## src/rtl/sdram_init_sequencer.sv

```systemverilog
// Power-up initialization sequencer for the SDR SDRAM controller.
// Sequence: power-up wait (CKE raised part-way through), PRECHARGE ALL,
// REFRESH_COUNT x AUTO REFRESH, then a mode-register handshake with the
// load-mode stage, re-requested on timeout. TRP and TRFC must be >= 1.
// All outputs are registered and decoded from the next state, so a command
// appears on the bus in the same cycle that the FSM enters its state.
module sdram_init_sequencer #(
   parameter int T_POWERUP     = 20000,
   parameter int CKE_DELAY     = 10000,
   parameter int TRP           = 2,
   parameter int TRFC          = 7,
   parameter int REFRESH_COUNT = 8,
   parameter int MODE_TIMEOUT  = 16
) (
   input  logic        sys_clk,
   input  logic        sys_rst_n,
   input  logic        mode_reg_done,
   output logic [3:0]  sdram_cmd,
   output logic [1:0]  sdram_ba,
   output logic [11:0] sdram_addr,
   output logic        sdram_cke,
   output logic        sdram_init,
   output logic        mode_reg_en,
   output logic        init_done,
   output logic        init_error
);

   localparam logic [3:0] CMD_NOP = 4'b0111;
   localparam logic [3:0] CMD_PRE = 4'b0010;
   localparam logic [3:0] CMD_REF = 4'b0001;

   // One shared wait counter, sized for the longest interval it must count.
   localparam int MAX_A   = (T_POWERUP > MODE_TIMEOUT) ? T_POWERUP : MODE_TIMEOUT;
   localparam int MAX_B   = (TRP > TRFC) ? TRP : TRFC;
   localparam int CNT_MAX = (MAX_A > MAX_B) ? MAX_A : MAX_B;
   localparam int CNT_W   = $clog2(CNT_MAX + 1);
   localparam int REF_W   = $clog2(REFRESH_COUNT + 1);

   localparam logic [CNT_W-1:0] CKE_AT      = CNT_W'(CKE_DELAY);
   localparam logic [CNT_W-1:0] POWERUP_END = CNT_W'(T_POWERUP);
   localparam logic [CNT_W-1:0] TRP_END     = CNT_W'(TRP - 1);
   localparam logic [CNT_W-1:0] TRFC_END    = CNT_W'(TRFC - 1);
   localparam logic [CNT_W-1:0] MODE_END    = CNT_W'(MODE_TIMEOUT);
   localparam logic [REF_W-1:0] REF_TOTAL   = REF_W'(REFRESH_COUNT);

   typedef enum logic [2:0] {
      ST_POWERUP,
      ST_PRECHARGE,
      ST_WAIT_TRP,
      ST_REFRESH,
      ST_WAIT_TRFC,
      ST_MODE_REQ,
      ST_WAIT_MODE,
      ST_DONE
   } state_t;

   state_t           state_q, state_d;
   logic [CNT_W-1:0] cnt_q, cnt_d;
   logic [REF_W-1:0] ref_cnt_q, ref_cnt_d;
   logic [3:0]       cmd_q, cmd_d;
   logic [1:0]       ba_q, ba_d;
   logic [11:0]      addr_q, addr_d;
   logic             cke_q, cke_d;
   logic             init_q, init_d;
   logic             en_q, en_d;
   logic             done_q, done_d;
   logic             err_q, err_d;

   // State, counters and registered outputs; reset returns to the power-up wait.
   always_ff @(posedge sys_clk or negedge sys_rst_n) begin
      if (!sys_rst_n) begin
         state_q   <= ST_POWERUP;
         cnt_q     <= '0;
         ref_cnt_q <= '0;
         cmd_q     <= CMD_NOP;
         ba_q      <= 2'b11;
         addr_q    <= 12'hfff;
         cke_q     <= 1'b0;
         init_q    <= 1'b0;
         en_q      <= 1'b0;
         done_q    <= 1'b0;
         err_q     <= 1'b0;
      end else begin
         state_q   <= state_d;
         cnt_q     <= cnt_d;
         ref_cnt_q <= ref_cnt_d;
         cmd_q     <= cmd_d;
         ba_q      <= ba_d;
         addr_q    <= addr_d;
         cke_q     <= cke_d;
         init_q    <= init_d;
         en_q      <= en_d;
         done_q    <= done_d;
         err_q     <= err_d;
      end
   end

   // Next-state logic, then output decode from the next state.
   always_comb begin
      state_d   = state_q;
      cnt_d     = cnt_q + CNT_W'(1);
      ref_cnt_d = ref_cnt_q;
      cke_d     = cke_q;
      err_d     = err_q;

      case (state_q)
         ST_POWERUP: begin
            if (cnt_q >= CKE_AT) cke_d = 1'b1;
            if (cnt_q == POWERUP_END) begin
               state_d = ST_PRECHARGE;
               cnt_d   = '0;
            end
         end
         ST_PRECHARGE: begin
            state_d = ST_WAIT_TRP;
            cnt_d   = '0;
         end
         ST_WAIT_TRP: begin
            if (cnt_q == TRP_END) begin
               state_d = ST_REFRESH;
               cnt_d   = '0;
            end
         end
         ST_REFRESH: begin
            ref_cnt_d = ref_cnt_q + REF_W'(1);
            state_d   = ST_WAIT_TRFC;
            cnt_d     = '0;
         end
         ST_WAIT_TRFC: begin
            if (cnt_q == TRFC_END) begin
               cnt_d   = '0;
               state_d = (ref_cnt_q < REF_TOTAL) ? ST_REFRESH : ST_MODE_REQ;
            end
         end
         ST_MODE_REQ: begin
            state_d = ST_WAIT_MODE;
            cnt_d   = '0;
         end
         ST_WAIT_MODE: begin
            // A completion in the timeout cycle still counts as success.
            if (mode_reg_done) begin
               state_d = ST_DONE;
            end else if (cnt_q == MODE_END) begin
               state_d = ST_MODE_REQ;
               err_d   = 1'b1;
            end
         end
         default: begin
            cnt_d = cnt_q;
         end
      endcase

      cmd_d  = CMD_NOP;
      ba_d   = 2'b11;
      addr_d = 12'hfff;
      if (state_d == ST_PRECHARGE) cmd_d = CMD_PRE;
      if (state_d == ST_REFRESH)   cmd_d = CMD_REF;
      en_d   = (state_d == ST_MODE_REQ);
      init_d = (state_d == ST_MODE_REQ) || (state_d == ST_WAIT_MODE);
      done_d = (state_d == ST_DONE);
   end

   assign sdram_cmd   = cmd_q;
   assign sdram_ba    = ba_q;
   assign sdram_addr  = addr_q;
   assign sdram_cke   = cke_q;
   assign sdram_init  = init_q;
   assign mode_reg_en = en_q;
   assign init_done   = done_q;
   assign init_error  = err_q;

endmodule

```

## config.mk

```make
export PLATFORM = sky130hd
export DESIGN_NAME = sdram_init_sequencer
export DESIGN_NICKNAME = d
export VERILOG_FILES = /design/src/rtl/sdram_init_sequencer.sv
export SDC_FILE = /design/constraint.sdc
export NUM_CORES = 1
export LEC_CHECK = 0
export ABC_CLOCK_PERIOD_IN_PS = 2590
export CORE_MARGIN = 5
export CORE_UTILIZATION = 45
export CTS_BUF_LIST = sky130_fd_sc_hd__clkbuf_4 sky130_fd_sc_hd__clkbuf_8 sky130_fd_sc_hd__clkbuf_16
export DETAILED_ROUTE_END_ITERATION = 12
export PLACE_DENSITY = 0.75
export SYNTH_ARGS = -nofsm -noshare
export SYNTH_HDL_FRONTEND = slang
export SYNTH_SLANG_ARGS = --single-unit
```

## constraint.sdc

```tcl
create_clock -name sys_clk -period 2.59 [get_ports sys_clk]
set_input_delay 0.259 -clock sys_clk [delete_from_list [all_inputs] [get_ports sys_clk]]
set_output_delay 0.259 -clock sys_clk [all_outputs]
set_load 0.02 [all_outputs]
```

==> flow_summary.toml <==
[cts]
insertion_delay_ns = 0.28
clkTransAtPathRegs_ns = 0.06
root_buffer = "clkbuf_8"
cts.sinks = 30
cts_buffer_depth = 2
hold_buffers = 0
htreeDepth = 2
post_cts_resized = 0
cts_buffers = 5
post-cts-setup-buffers = 0
cts_tree = "built"

[global_route]
antenna_found_initial = 0
grt.total_usage_pct = 13.1
grt_pass1_vias = 1143
grt_pass1_wl_um = 5200
gr-total-overflow = 0
grt_max_degree = 31

[drt]
avgViaCountPerCell = 5.01
post_drt_wl_per_cell_um = 12.5
drt-pass1-iter-count = 4
ant_nets = 0
drc_errors = 0
num_vias = 1172
wl_um = 2940
drt_iter0_markers = 44

[cells_and_area]
nNetsFinal = 193
syn2layout_area_growth_pct = 10.1
fin_area_mm2 = 0.00189
final_common_cell = "dfrtp_1"
n_antenna_cell = 0
stdcell_count = 234
final_cell_mix = "dfrtp_1, nor2_1, nand2_1"
drive_above_1_share_pct = 13.4

[sta]
maxSlewHeadroom_pct = 66.6
clock-skew-final_ns = 0.00473
hold_viol_final = 0
tightest_slew_ns = 0.500
rsz0062_at_grt = "false"
fmax_ghz = 0.441
whs_ns = 0.353
fin_crit_sh_pct = 87.5
setup_viol = 0
fin_crit_ns = 2.27
setup_ws_ns = 0.325
setup_tns_ns = 0
drv_slew = 0

[floorplanning]
core_mm2 = 0.00369
die-area_mm2 = 0.00514
core.rowCount = 22
io_pins = 26
dieWidth_um = 71.7
start_util_pct = 46.5
die_y_um = 71.7

[place]
place_hpwl_um = 2170
port_buffers = 10
dp.cells = 226
pre_cts_ws_ns = 0.326
dpl_cell_area_mm2 = 0.00177
routabilityCongestion = 0.813

[min_path]
holdCritPathClass = "primary input to asynchronous set/reset pin"

[power_and_ir_drop]
power.density_mw_per_mm2 = 528
leakage_nw = 0.870
ir_drop_mv = 0.437

[critical_path]
r2r_cells = 6
cp.required_ns = 2.75
path_max_fanout = 9
path_class = "flip-flop to flip-flop"
start_kind = "flip-flop"
crit_chain = "or4_4, nor2_1, a41o_1, a211o_1, and2_1, nor2_1"
critPathCaptureType = "flip-flop"
slowest_delay_ns = 0.59
slowest_stage = "or4_4"
crit_path_frequent_cell = "nor2_1"
cp.arrival_ns = 2.42

[yosys]
syn-cell-area_mm2 = 0.00171
yosysTopAreaCell = "dfrtp_1"
synth_top_area_share_pct = 39.4
synth.ff_latch_count = 30
synth_area_per_cell_um2 = 9.85
netlist_instances = 174
synthTopCellsByArea = "dfrtp_1, buf_4, dfstp_2"
yosysWarnings = 0
ys_seq_area_share_pct = 44.0
ys_types = 41

[flow_run]
cap_viol_max_count = 0

[outcome]
status = "complete, no violations"
==> synth_stat cells <==
master     count
or4_4          2
clkbuf_8       3
nand4b_1       1
dfstp_2        3
nor3_1         7
nor4_2         1
and3_1         1
nor2_1        21
nand2_1       17
o2bb2ai_1      1
nor3_4         1
buf_2          2
buf_4         16
ha_1           5
nand4_1        2
or2_1          3
nand2b_1       1
dfrtp_1       27
xor2_1         8
o311a_1        1
a211o_1        3
inv_1          7
a311oi_1       1
mux2_2         1
and2_1         2
xnor2_1        5
a21oi_1        3
o21ai_1        4
conb_1         2
nor3b_1        2
and3_2         3
o41ai_1        1
o22ai_1        1
or2_2          2
a21o_1         2
nor4_1         1
or4bb_1        1
a41o_1         2
a221oi_2       1
nor4_4         1
nand3_1        6
==> worst max-delay path, delay by kind of cell, from the launching register on <==
family | cells | cell delay [ns]
compound gates | 2 | 0.50
flops | 1 | 0.42
simple gates | 4 | 1.22
==> kinds of logic (layout without fill, tap and decap cells) <==
kind of cell,count (synthesis),count (layout),synth area share (%)
fa+ha+maj,5,5,3.65
simple gates,75,75,24.1
other cells,2,15,0.438
flops,30,30,44.0
buf+inv,28,27,11.5
xor+xnor,13,13,6.64
mux,1,1,0.657
compound gates,20,20,8.98
==> layout make-up <==
cell class              instances  area, um2
inverters                       7       26.3
repair buffers                 12        115
clock buffers                   7       90.1
fillers                       342       1800
flip-flops and latches         30        754
multi-input cells             129        811
clock inverters                 1       30.0
well taps                      48       60.1
==> report_power, final <==
group,internal [W],switching [W],leakage (nW)
Combinational,0.00000378,0.0000290,0.423
Clock,0.000324,0.000172,0.0619
Sequential,0.000469,0,0.385
Total,0.000796,0.000201,0.870
==> metal layers <==
metal  part of all wire [%]  vias to the layer above  track usage (%)  routed length [um]
met5                      0                        -                0                   0
met4                    2.4                        0             6.89                  71
met3                    6.1                        6             3.79                 179
met2                     46                       33             20.1                1340
met1                     46                      551             16.8                1350
li1                       -                      582                -                   -
==> sequential cells by signal (all words and copies together), names as in the netlist <==
| signal | count |
|---|---|
| sdram_cke | 1 |
| init_done | 1 |
| init_error | 1 |
| sdram_init | 1 |
| mode_reg_en | 1 |
| sdram_cmd | 3 |
| state_q | 3 |
| cnt_q | 15 |
| ref_cnt_q | 4 |
==> final timing paths <==
check	to	start	slack (ns)
worst min-delay path	ref_cnt_q[0]$_DFFE_PN0P_	sys_rst_n	0.35
max in group asynchronous	sdram_cmd[2]$_DFF_PN1_	sys_rst_n	1.93
worst max register to register	cnt_q[11]$_DFFE_PN0P_	cnt_q[9]$_DFFE_PN0P_	0.32
worst max-delay path	cnt_q[11]$_DFFE_PN0P_	cnt_q[9]$_DFFE_PN0P_	0.32
worst min register to register	sdram_cke$_DFFE_PN0P_	sdram_cke$_DFFE_PN0P_	0.47
min in group sys_clk	sdram_cke$_DFFE_PN0P_	sdram_cke$_DFFE_PN0P_	0.47
==> metrics by stage <==
stage / power (W) / utilization [%]
after floorplan: 0.000514 / -
after global placement: 0.000511 / 47.9
after detailed placement: 0.000511 / 47.9
after CTS: 0.00101 / 51.2
after global routing: 0.00103 / 51.2
final: 0.000997 / 51.2
No activity file was read; power rests on OpenSTA's default activity.
